## src/rtl/ram_access_controller.sv

```systemverilog
`default_nettype none
// ============================================================================
// Module      : ram_access_controller
// Description : Request sequencer for the 64 x 32-bit latch RAM. It accepts
//               byte-addressed read/write requests over valid/ready and drives
//               registered address/data/is_write strobes. Every write uses a
//               setup/pulse/hold sequence, and partial byte-mask writes use a
//               read-modify-write. Read data is returned with a one-cycle
//               response strobe.
//               Optional macro RAM_CTRL_ZERO_INIT_EN: zero-fill all 64 words
//               after reset before accepting requests.
// Revision    : 1.0 - initial release
// ============================================================================
module ram_access_controller #(
    parameter int unsigned PULSE_CYCLES = 1
) (
    input  logic        clk,
    input  logic        reset,
    input  logic        req_valid,
    output logic        req_ready,
    input  logic        req_write,
    input  logic [7:0]  req_addr,
    input  logic [31:0] req_wdata,
    input  logic [3:0]  req_bmask,
    output logic        resp_valid,
    output logic [31:0] resp_rdata,
    output logic [7:0]  ram_address,
    output logic [31:0] ram_in,
    output logic        ram_is_write,
    input  logic [31:0] ram_out
);

`ifdef RAM_CTRL_ZERO_INIT_EN
    localparam logic c_zero_init = 1'b1;
`else
    localparam logic c_zero_init = 1'b0;
`endif

    localparam logic [3:0] c_pulse_last = 4'(PULSE_CYCLES - 1);
    localparam logic [7:0] c_last_word  = 8'd63;

    typedef enum logic [2:0] {
        IDLE     = 3'd0,
        RD_WAIT  = 3'd1,
        RMW_RD   = 3'd2,
        WR_SETUP = 3'd3,
        WR_PULSE = 3'd4,
        WR_HOLD  = 3'd5,
        DONE     = 3'd6
    } state_t;

    state_t      r_state;
    state_t      w_state_next;
    logic [3:0]  r_pulse_cnt;
    logic [31:0] r_wdata;
    logic [3:0]  r_bmask;
    logic        r_init;
    logic        w_accept;
    logic        w_resp_next;
    logic [31:0] w_merge;

    assign w_accept = req_valid && req_ready;

    // Next-state decode, read-modify-write lane merge and response decision
    always_comb begin
        w_state_next = r_state;
        w_merge      = ram_out;
        w_resp_next  = 1'b0;
        for (int i = 0; i < 4; i++) begin
            if (r_bmask[i]) begin
                w_merge[8*i +: 8] = r_wdata[8*i +: 8];
            end
        end
        case (r_state)
            IDLE: begin
                if (w_accept) begin
                    if (!req_write) begin
                        w_state_next = RD_WAIT;
                    end else if (req_bmask == 4'hF) begin
                        w_state_next = WR_SETUP;
                    end else if (req_bmask == 4'h0) begin
                        w_state_next = DONE;
                    end else begin
                        w_state_next = RMW_RD;
                    end
                end
            end
            RD_WAIT:  w_state_next = IDLE;
            RMW_RD:   w_state_next = WR_SETUP;
            WR_SETUP: w_state_next = WR_PULSE;
            WR_PULSE: begin
                if (r_pulse_cnt == c_pulse_last) begin
                    w_state_next = WR_HOLD;
                end
            end
            WR_HOLD: begin
                // The zero-fill sweep loops back to setup until word 63 is done
                if (r_init && (ram_address != c_last_word)) begin
                    w_state_next = WR_SETUP;
                end else begin
                    w_state_next = IDLE;
                end
            end
            DONE:     w_state_next = IDLE;
            default:  w_state_next = IDLE;
        endcase
        // Sweep completion is not a request completion, so it gets no response
        if (w_state_next == IDLE) begin
            w_resp_next = (r_state == RD_WAIT) || (r_state == DONE) ||
                          ((r_state == WR_HOLD) && !r_init);
        end
    end

    // State register plus all registered outputs and the captured request
    always_ff @(posedge clk) begin
        if (reset) begin
            r_state      <= c_zero_init ? WR_SETUP : IDLE;
            r_init       <= c_zero_init;
            req_ready    <= !c_zero_init;
            resp_valid   <= 1'b0;
            resp_rdata   <= 32'h0;
            ram_address  <= 8'h0;
            ram_in       <= 32'h0;
            ram_is_write <= 1'b0;
            r_pulse_cnt  <= 4'h0;
            r_wdata      <= 32'h0;
            r_bmask      <= 4'h0;
        end else begin
            r_state      <= w_state_next;
            req_ready    <= (w_state_next == IDLE);
            resp_valid   <= w_resp_next;
            ram_is_write <= (w_state_next == WR_PULSE);
            r_pulse_cnt  <= (r_state == WR_PULSE) ? r_pulse_cnt + 4'd1 : 4'd0;

            if ((r_state == IDLE) && w_accept) begin
                // Byte address to word index; bits [1:0] shift out
                ram_address <= req_addr >> 2;
                r_wdata     <= req_wdata;
                r_bmask     <= req_bmask;
                if (req_write && (req_bmask == 4'hF)) begin
                    ram_in <= req_wdata;
                end
            end

            if (r_state == RD_WAIT) begin
                resp_rdata <= ram_out;
            end

            if (r_state == RMW_RD) begin
                ram_in <= w_merge;
            end

            // Advance the sweep only after the hold cycle of the previous word
            if ((r_state == WR_HOLD) && r_init) begin
                if (w_state_next == IDLE) begin
                    r_init <= 1'b0;
                end else begin
                    ram_address <= ram_address + 8'd1;
                end
            end
        end
    end

endmodule
`default_nettype wire

```

## config.mk

```make
export PLATFORM = sky130hd
export DESIGN_NAME = ram_access_controller
export DESIGN_NICKNAME = d
export VERILOG_FILES = /design/src/rtl/ram_access_controller.sv
export SDC_FILE = /design/constraint.sdc
export NUM_CORES = 1
export LEC_CHECK = 0
export ABC_AREA = 1
export BUFFER_PORTS_ARGS = -buffer_cell sky130_fd_sc_hd__buf_2
export CORE_MARGIN = 1.5
export CORE_UTILIZATION = 56
export DETAILED_ROUTE_END_ITERATION = 6
export MAX_ROUTING_LAYER = met4
export PLACE_DENSITY = 0.86
export SYNTH_ARGS = -nofsm -noshare
export SYNTH_HDL_FRONTEND = slang
export SYNTH_SLANG_ARGS = --single-unit
```

## constraint.sdc

```tcl
create_clock -name clk -period 3.55 [get_ports clk]
set_input_delay 0.355 -clock clk [delete_from_list [all_inputs] [get_ports clk]]
set_output_delay 0.355 -clock clk [all_outputs]
set_load 0.05 [all_outputs]
```

**Word-level counts from Yosys, hierarchy flattened**

Cells that the tools add are included.
W data, S select, Z words.

- Output and inout bits: 75
- Word-level logic and storage cells: 48
- Input bits: 80
- Register bits: 116

- Add/subtract/negate cells: 1
- Mux-type cells: 13
- Bitwise operators: 2
- Eq/ne operators: 8
- Reductions and logical operators: 14

Operators by type and width:

| operator | count |
|---|---|
| $mux W32 | 3 |
| $mux W8 | 4 |
| $mux W3 | 5 |
| $eq A3 B3 Y1 const B | 4 |
| $pmux W3 S4 | 1 |
| $logic_not A4 Y1 | 2 |
| $eq A3 B2 Y1 const B | 2 |
| $logic_not A3 Y1 | 2 |
| $add A4 B1 Y4 const B | 1 |
| $eq A4 B4 Y1 const B | 1 |
| $reduce_bool A2 Y1 | 2 |
| $reduce_or A2 Y1 | 2 |
| $eq A3 B1 Y1 const B | 1 |
| $logic_and A1 B1 Y1 | 3 |
| $logic_or A1 B1 Y1 | 2 |
| $not A1 Y1 | 2 |
| $reduce_and A2 Y1 | 1 |

**Logic depth before layout (Yosys ltp)**

Gate-level depths: netlist of the first run.

- Depth after elaboration: 9
- Mapped depth: 8
- Depth with buffers taken out: 7

**Worst setup path before layout of the first run**

Ideal clock, no wire load.

- Path kind: flip-flop to flip-flop
- From: register req_ready
- To: register ram_in[0]
- Setup time: 0.064 ns
- Path buffers: 1
- Arrival time: 1.603 ns
- Cell stages (with the launch flop): 8
- Required time: 3.486 ns
- Clock period less this slack: 1.667 ns
- Slack: 1.883 ns
- Path through: dfxtp_1 -> nand2_1 -> nor2_1 -> nand4_1 -> clkbuf_1 -> nand3_1 -> nand2_1 -> nor2_1

- Word-level cells in the longest chain between the ends: 4

RTL lines:

| element | RTL line | text |
|---|---|---|
| start: declaration | 20 | `output logic req_ready,` |
| start signal: assignment | 119 | `req_ready <= !c_zero_init;` |
| start signal: assignment | 130 | `req_ready <= (w_state_next == IDLE);` |
| $logic_and A1 B1 Y1 | 62 | `assign w_accept = req_valid && req_ready;` |
| $logic_and A1 B1 Y1 | 135 | `if ((r_state == IDLE) && w_accept) begin` |
| $reduce_bool A2 Y1 (no source line) | -- |  |
| $reduce_and A2 Y1 (no source line) | -- |  |
| end signal: assignment | 141 | `ram_in <= req_wdata;` |
| end signal: assignment | 150 | `ram_in <= w_merge;` |
| end: declaration | 28 | `output logic [31:0] ram_in,` |

No other way between the ends.
A chain may end at the register's enable or synchronous reset.

**Final worst setup path of the first run**

- From: register r_state[2]
- To: register resp_rdata[17]

- Word-level cells in the longest chain between the ends: 1

RTL lines:

| element | RTL line | text |
|---|---|---|
| start: declaration | 52 | `state_t r_state;` |
| start signal: assignment | 117 | `r_state <= c_zero_init ? WR_SETUP : IDLE;` |
| start signal: assignment | 129 | `r_state <= w_state_next;` |
| $eq A3 B1 Y1 | 145 | `if (r_state == RD_WAIT) begin` |
| end signal: assignment | 146 | `resp_rdata <= ram_out;` |
| end: declaration | 26 | `output logic [31:0] resp_rdata,` |

No other way between the ends.

==> results.ini, run 1 <==
[status]
status=finished, final reports clean

[sta]
relSlewSlack_pct=24.5
hold_viol_final=0
skew_ns=0.00638
slew_viol_final=0
finalSetupViolations=0
worst_pin_slew_ns=1.13
finalSetupTns_ns=0
final.min_clock_period_ns=2.18
fmax_mhz=459
rsz0062_at_grt=no
post-route-period-util_pct=61.4

[cells_and_area]
insertedDiodeCount=0
num-nets-final=990
layout-drive-gt1-share_pct=21.3
area_delta_synth_final_pct=24.3
nFillCells=763
design_area_um2=6460

[critical_path]
reg2reg_to=resp_rdata[17]
critPathMaxStageDelay_ns=0.84
critPathRequiredTime_ns=3.93
crit_top_cell=nand2_1
cp_slowest_cell=nand2_1
cp_max_fo=34
r2r_slack_ns=1.37
rr_worst_depth=4
cp-start-kind=register
critPathKind=register to register
path_cells=inv_2 > nand2_1 > nand2_1 > a21oi_1
worstPathArrival_ns=2.56
r2r_start=r_state[2]
endpoint_kind=register

[die]
core_area_um2=8850
die_h_um=99.4
die_w_um=99.4
dieArea_um2=9870
fp-row-count=34
io_pins=155
start_util_pct=58.8

[cts]
cts_setup_buffers=0
cts_tree=yes
htreeDepth=4
cts-resized-gates=0
numCtsBuffers=17
root_buffer=clkbuf_8
cts_hold_buf=0
clk_path_buf_depth=2
clkLatencyLatePin_ns=0.51
path_clk_slew_ns=0.06
cts.sinks=116

[logic_synthesis]
yosys_warnings=0
netlist_area_um2=5200
synth-edff-count=0
synth-async-reset-ratio_pct=0
syn_inst=784
ys_seq_elements=116
synth_ff_type=dfxtp_1
synth_cell_types=23
yosysSeqAreaShare_pct=44.7
syn_avg_cell_area_um2=6.63

[power]
ir_drop_mv=0.361
power.density_nw_per_um2=598
p_sw_mw=1.19
leakage_nw=3.30
clockPowerShare_pct=42.4
intPower_mw=2.68
power_frac_comb_pct=19.7
p_seq_share_pct=37.9
swShare_pct=30.7

[detailed_routing]
wl_um=13900
drcViolationCount=0
drt-initial-drc-count=256
drtPass1Iterations=5
antenna_left=0
vias_per_cell=5.31
wire_per_inst_um=13.5
vias=5457

[global_route]
grt_usage_pct=29.9
grt_max_degree=65
grt_pass1_wl_um=23000
grt_pass1_vias=5001
antenna_found_initial=0
gr-total-overflow=0

[min_path]
hold_path.startpoint=req_addr[2]
holdCritPathClass=input pin to register
holdPathEnd=ram_address[0]
holdPathStages=3

[placement]
dpl_cell_area_um2=5890
gp_congestion=0.880
io_buffers=150
dpl.hpwl_um=8790

[run]
timing.max_cap.violations=0

## metal layers
metal  up-vias  global-route usage [%]  part of all wire (%)
met5         -                       -                     0
met4         0                    10.4                   1.6
met3        20                    6.25                   8.4
met2       235                    48.5                    47
met1      2496                    37.1                    43
li1       2706                       -                     -
## synthesized netlist by cell type (2+ instances only)
cell	n	area share [%]
a21oi_1	62	6.0
inv_1	67	4.8
nand2_1	223	16
clkbuf_1	21	1.5
nand3_1	69	6.6
nand4_1	2	0.24
inv_2	4	0.29
o21ai_0	65	6.3
nor2_2	2	0.24
dfxtp_1	116	45
nor3_1	3	0.29
buf_4	5	0.72
nor2_1	109	7.9
ha_1	2	0.48
o21ai_1	2	0.19
buf_2	25	2.4
## how the worst max path moves through the flow
| stage | end | from | slack (ns) |
|---|---|---|---|
| CTS | resp_rdata[16] | r_state[2] | 1.39 |
| floorplan | ram_in[0] | req_ready | 1.88 |
| global placement | resp_rdata[15] | r_state[2] | 1.41 |
| global route | resp_rdata[16] | r_state[2] | 1.16 |
| detailed placement | resp_rdata[17] | r_state[2] | 1.41 |
| finish | resp_rdata[17] | r_state[2] | 1.37 |
## stage by stage
| step | hold slack [ns] | power [mW] | utilization [%] | std cells | setup WS [ns] |
|---|---|---|---|---|---|
| detailed placement | 0.440 | 2.24 | 66.5 | 997 | 1.41 |
| finish | 0.0702 | 3.87 | 73.0 | 1028 | 1.37 |
| global route | 0.0779 | 4.04 | 73.0 | 1028 | 1.16 |
| global placement | 0.433 | 2.23 | 66.5 | 997 | 1.41 |
| floorplan | 0.424 | 2.06 | - | 785 | 1.88 |
| CTS | 0.0614 | 3.88 | 73.0 | 1028 | 1.39 |
## worst max-delay path: cells and delay by family (launching register included)
family                 cells  cell delay (ns)
flip-flops                 1             0.35
AND/OR/NAND/NOR            2             1.11
buffers and inverters      1             0.48
AO/OA/AOI/OAI              1             0.09
## logic make-up after synthesis
kind of cell | Yosys count | share of synthesized area, %
flip-flops | 116 | 44.7
other | 1 | 0.0721
adder cells (fa/ha/maj) | 2 | 0.481
AO/OA/AOI/OAI | 131 | 12.9
XOR/XNOR | 1 | 0.169
AND/OR/NAND/NOR | 410 | 31.9
buffers and inverters | 123 | 9.84
## cells in the final DEF (no fill, tap or decap), drive strengths merged, types with 2 or more instances in the layout
cell	Yosys	routed
nand2	224	224
buf	30	155
dfxtp	116	116
nor2	112	112
inv	71	71
nand3	69	69
o21ai	67	67
a21oi	63	63
clkbuf	21	22
clkinv	1	5
nor3	3	3
clkinvlp	0	3
nand4	2	2
ha	2	2
conb	1	2
bufinv	0	2
## area by class of cell
cell class | instances | area, um2 | share of cell area (%)
repair buffers | 155 | 788 | 12.2
clock buffers | 22 | 473 | 7.32
well taps | 108 | 135 | 2.09
multi-input cells | 546 | 2370 | 36.7
flip-flops and latches | 116 | 2320 | 35.9
clock inverters | 9 | 103 | 1.59
inverters | 72 | 270 | 4.18
## state kept, by name (all words and copies together), names as in the netlist
signal,cells
ram_in,32
r_bmask,4
ram_is_write,1
ram_address,6
resp_rdata,32
r_pulse_cnt,4
r_state,3
req_ready,1
resp_valid,1
r_wdata,32
## power groups by stage
stage	Clock [mW]	Combinational [mW]	Sequential [mW]
final	1.64	0.762	1.47
after floorplan	0	0.360	1.70
after detailed placement	0	0.755	1.49
after global placement	0	0.746	1.49
after global routing	1.72	0.838	1.48
after CTS	1.65	0.759	1.46
Power figures use the tool's default switching activity.
==> run 2, diff against run 1 <==
Settings changed: CORE_UTILIZATION 56 to 52, PLACE_DENSITY 0.86 to 0.8.
Clock period 3.55 ns to 2.1 ns, I/O delays scaled along.
==> run 2 against run 1 <==
Effect of this change: clock-buffer cell count is 3 lower; worst hold slack worse by 0.055 ns; critical path depth is 2 higher; routed wire length is 13% higher; sequential power is 69% higher; global-route usage is 1.3 points higher; via count is 5.2% higher; clock skew is 0.0026 ns higher; utilization is 0.26 points higher; sequential share of layout area is 3.4 points lower; highest routed layer unchanged.
==> results.ini, run 2 (synthesized netlist as in run 1, its figures left out) <==
[critical_path]
rr_worst_depth=6  ; +2
r2r_start=r_state[1]
cp_slowest_cell=inv_2
critPathRequiredTime_ns=2.53  ; -1.40 ns
worstPathArrival_ns=2.33  ; -0.23 ns
path_cells=inv_2 > nand2_2 > nor2_8 > inv_2 > nor2_1 > nor2_1
reg2reg_to=r_wdata[29]
critPathMaxStageDelay_ns=0.74  ; -0.10 ns
critPathKind=register to register
endpoint_kind=register
r2r_slack_ns=0.20  ; -1.17 ns
cp-start-kind=register
cp_max_fo=64  ; +88%
cpLargestDelayFamily=buffers and inverters
crit_buf_inv=2  ; +1

[cells_and_area]
num-nets-final=1047  ; +5.8%
area_delta_synth_final_pct=37.2
multi_input_area_um2=2370  ; unchanged
insertedDiodeCount=0  ; unchanged
layout_commonest_cell=nand2_1
layout-drive-gt1-share_pct=20.6  ; -0.75 points
mostFrequentLayoutCells=nand2_1, buf_2, dfxtp_1
top_regs=r_wdata (32), ram_in (32), resp_rdata (32)
seq_area_um2=2320  ; unchanged
layout.cells.non_filler=1111  ; +8.1%
nFillCells=835  ; +9.4%

[global_route]
gr-total-overflow=0  ; unchanged
grt_pass1_vias=5521  ; +10%
grt_usage_pct=31.2  ; +1.3 points
grt_pass1_wl_um=24800  ; +7.9%
grt_max_degree=65  ; unchanged
antenna_found_initial=0  ; unchanged

[placement]
dp_slack_ns=0.274  ; -1.14 ns
gp_congestion=0.865  ; -1.7%
dpl.hpwl_um=9220  ; +4.9%
io_buffers=150  ; unchanged
dp_cells=1027  ; +3.0%

[power]
ir_drop_mv=0.528  ; +46%
power.total_mw=6.94  ; +79%
clockPowerShare_pct=44.1  ; +1.7 points
p_seq_share_pct=35.7  ; -2.2 points
power_frac_comb_pct=20.2  ; +0.5 points
p_sw_mw=2.09  ; +75%
intPower_mw=4.86  ; +81%
power.density_nw_per_um2=973  ; +63%
leakage_nw=3.57  ; +8.5%
swShare_pct=30.0  ; -0.69 points

[detailed_routing]
drcViolationCount=0  ; unchanged
vias_per_cell=5.17  ; -2.7%
wire_per_inst_um=14.2  ; +4.6%
drt-initial-drc-count=304  ; +19%
wl_um=15700  ; +13%
drtPass1Iterations=5  ; unchanged
antenna_left=0  ; unchanged
vias=5739  ; +5.2%

[die]
core_area_um2=9730  ; +10%
start_util_pct=53.4  ; -5.3 points
dieArea_um2=10600  ; +7.5%
die_h_um=103  ; +3.7%
die_w_um=103  ; +3.7%
fp-row-count=36  ; +5.9%
io_pins=155  ; unchanged

[status]
status=finished, final reports clean

[min_path]
holdCritPathClass=input pin to register
holdPathEnd=r_wdata[12]
holdPathStages=3  ; unchanged
hold_path.startpoint=req_wdata[12]

[sta]
relSlewSlack_pct=32.1  ; +7.6 points
hold_viol_final=0  ; unchanged
layout_setup_ws_ns=0.205  ; -1.17 ns
final.min_clock_period_ns=1.90  ; -0.284 ns
post-route-period-util_pct=90.2  ; +29 points
fmax_mhz=528  ; +15%
skew_ns=0.00902  ; +0.00264 ns
rsz0062_at_grt=no
worst_pin_slew_ns=1.02  ; -0.112 ns
slew_viol_final=0  ; unchanged
finalSetupViolations=0  ; unchanged
holdWs_ns=0.0153  ; -0.0549 ns
finalSetupTns_ns=0  ; unchanged

[cts]
path_clk_slew_ns=0.06  ; about the same
cts-resized-gates=0  ; unchanged
root_buffer=clkbuf_8
cts_tree=yes
clk_path_buf_depth=2  ; unchanged
cts_setup_buffers=0  ; unchanged
cts_hold_buf=52  ; +52
cts.sinks=116  ; unchanged
clkLatencyLatePin_ns=0.51  ; about the same
numCtsBuffers=17  ; unchanged
htreeDepth=4  ; unchanged

[run]
timing.max_cap.violations=0  ; unchanged

-- run 2: changes by cell type in the layout (fill, tap and decap cells not counted) --
cell / before / now
clkbuf_8: 5 / 1
buf_12: 0 / 2
buf_4: 5 / 8
clkinv_2: 4 / 3
clkinv_4: 0 / 4
clkinvlp_4: 3 / 1
clkbuf_1: 1 / 2
bufinv_16: 2 / 5
dlygate4sd3_1: 0 / 52
-- run 2: area by class of cell --
class	count	area share (%)
Clock buffer	19	5.91
Timing Repair Buffer	212	19.2
Tap cell	133	2.33
Clock inverter	13	2.91
Multi-Input combinational cell	546	33.3
Inverter	72	3.79
Sequential cell	116	32.6
-- run 2: worst max-delay path by stage --
stage	startpoint	to	slack [ns]	depth (start not counted)
6_report	r_state[1]	r_wdata[29]	0.20	6
5_1_grt	r_state[1]	r_wdata[10]	0.02	6
4_1_cts	r_state[1]	r_wdata[4]	0.26	6
3_5_place_dp	r_state[1]	r_wdata[4]	0.27	6
3_3_place_gp	r_state[1]	r_wdata[4]	0.36	6
2_1_floorplan	req_ready	ram_in[0]	0.43	7
-- run 2: worst min-delay path: stages --
cell	delay [ns]
buf_2	0.09
o21ai_0	0.08
a21oi_1	0.10
-- run 2: power groups by stage --
stage	sequential [mW]	combinational [mW]	clock, mW
floorplan	2.87	0.609	0
global placement	2.52	1.28	0
detailed placement	2.52	1.30	0
CTS	2.48	1.39	3.10
global route	2.50	1.54	3.20
finish	2.48	1.40	3.06
-- run 2: stage by stage --
step	util [%]	cell area [um2]
after floorplan	-	5200
after global placement	61.5	5980
final	73.3	7130
after detailed placement	61.5	5980
after global routing	73.3	7130
after CTS	73.3	7130
-- run 2: routing by layer --
metal  global-route usage [%]  wire length (um)  up-vias
met4                     12.7               395        0
met2                     53.9              7850      256
li1                         -                 -     2824
met5                        -                 0        -
met3                     6.31              1180       39
met1                     35.3              6300     2620
==> run 3, diff against run 2 <==
Settings changed: CAP_MARGIN set to 20, CTS_BUF_LIST set to sky130_fd_sc_hd__clkbuf_16, RECOVER_POWER set to 100.
==> run 3 against run 2 <==
Effect of this change: via count is 4.7% lower; cell count is 4.7% lower; sequential share of layout area is 3.0 points higher; routed wire length is 8.2% lower; clock power is 2% higher; die area stayed put; largest cell class unchanged.
==> results.ini, run 3 (synthesized netlist as in run 1, its figures left out) <==
[critical_path]
worstPathArrival_ns=2.17  ; -0.16 ns
cp_max_fo=32  ; -50%
critPathRequiredTime_ns=2.43  ; -0.10 ns
endpoint_kind=register
rr_worst_depth=6  ; unchanged
cp-start-kind=register
critPathKind=register to register

[die]
io_pins=155  ; unchanged
core_area_um2=9730  ; unchanged
dieArea_um2=10600  ; unchanged
start_util_pct=53.4  ; unchanged
fp-row-count=36  ; unchanged
die_h_um=103  ; unchanged
die_w_um=103  ; unchanged

[global_route]
grt_usage_pct=29.0  ; -2.2 points
grt_pass1_vias=5169  ; -6.4%
gr-total-overflow=0  ; unchanged
antenna_found_initial=0  ; unchanged
grt_pass1_wl_um=23100  ; -7.1%
grt_max_degree=65  ; unchanged

[cts]
cts_setup_buffers=0  ; unchanged
clkLatencyLatePin_ns=0.41  ; -0.10 ns
cts-resized-gates=0  ; unchanged
clk_path_buf_depth=2  ; unchanged
cts.sinks=116  ; unchanged
cts_tree=yes
root_buffer=clkbuf_16
path_clk_slew_ns=0.06  ; about the same
htreeDepth=4  ; unchanged
numCtsBuffers=17  ; unchanged
cts_hold_buf=0  ; -100%

[detailed_routing]
antenna_left=0  ; unchanged
vias_per_cell=5.16  ; about the same
vias=5468  ; -4.7%
wire_per_inst_um=13.6  ; -3.7%
wl_um=14400  ; -8.2%
drtPass1Iterations=4  ; -1
drcViolationCount=0  ; unchanged
drt-initial-drc-count=381  ; +25%

[cells_and_area]
insertedDiodeCount=0  ; unchanged
layout.cells.non_filler=1059  ; -4.7%
layout-drive-gt1-share_pct=13.4  ; -7.2 points
layout_commonest_cell=nand2_1
mostFrequentLayoutCells=nand2_1, dfxtp_1, nor2_1
design_area_um2=6520  ; -8.6%
top_regs=r_wdata (32), ram_in (32), resp_rdata (32)
area_delta_synth_final_pct=25.4
num-nets-final=995  ; -5.0%

[sta]
fmax_mhz=544  ; +3.2%
finalSetupTns_ns=0  ; unchanged
worst_pin_slew_ns=0.988  ; -0.0292 ns
relSlewSlack_pct=34.1  ; +2.0 points
skew_ns=0.0114  ; +0.00234 ns
finalSetupViolations=0  ; unchanged
slew_viol_final=0  ; unchanged
post-route-period-util_pct=87.5  ; -2.8 points
hold_viol_final=0  ; unchanged
rsz0062_at_grt=no
holdWs_ns=0.0309  ; +0.0156 ns
final.min_clock_period_ns=1.84  ; -0.0580 ns

[status]
status=finished, final reports clean

[power]
ir_drop_mv=0.609  ; +15%
power.density_nw_per_um2=1050  ; +8.3%
leakage_nw=3.07  ; -14%
power.total_mw=6.87  ; -0.98%

[placement]
dpl_cell_area_um2=5980  ; unchanged
dp_cells=1027  ; unchanged
io_buffers=150  ; unchanged
gp_congestion=0.865  ; unchanged
dpl.hpwl_um=9220  ; unchanged

[min_path]
holdCritPathClass=input pin to register
holdPathStages=3  ; unchanged

[run]
timing.max_cap.violations=0  ; unchanged

==> run 3: power breakdown <==
group | internal (mW) | switching (mW) | total [mW] | leakage (nW)
Clock | 2.09 | 1.02 | 3.11 | 0.319
Combinational | 0.324 | 0.955 | 1.28 | 1.80
Sequential | 2.39 | 0.0906 | 2.48 | 0.949
Total | 4.81 | 2.06 | 6.87 | 3.07
==> run 3: per-layer routing <==
metal / vias to the layer above / GRT usage [%] / share of wire, %
met5: - / - / 0
met4: 0 / 9.67 / 2.3
met3: 33 / 7.39 / 8.3
met2: 226 / 48.6 / 48
met1: 2488 / 34.0 / 41
li1: 2721 / - / -
==> run 3: path summary, 6_finish.rpt <==
check,start,end,slack [ns]
worst max-delay path,r_state[2],ram_in[3],0.26
worst min-delay path,req_addr[4],ram_address[2],0.03
worst max register to register,r_state[2],ram_in[3],0.26
worst min register to register,r_wdata[31],r_wdata[31],0.45
==> run 3: cell type report <==
type                            instances  area, um2
Fill cell                             968       3210
Multi-Input combinational cell        546       2360
Sequential cell                       116       2320
Timing Repair Buffer                  160        757
Clock buffer                           17        425
Inverter                               72        270
Clock inverter                         15        215
Tap cell                              133        166
==> run 3: through the flow <==
| step | util, % | setup WS [ns] |
|---|---|---|
| 2_1_floorplan | - | 0.433 |
| 3_3_place_gp | 61.5 | 0.356 |
| 3_5_place_dp | 61.5 | 0.274 |
| 4_1_cts | 68.1 | 0.262 |
| 5_1_grt | 67.0 | 0.0310 |
| 6_report | 67.0 | 0.263 |
==> run 3: worst max-delay path: stages, from the launching register on <==
cell and delay, ns:
dfxtp_1 0.40, nor2_1 0.12, nand2_1 0.13, inv_1 0.09, a21oi_4 0.71, nor2_1 0.12, nor2_1 0.19
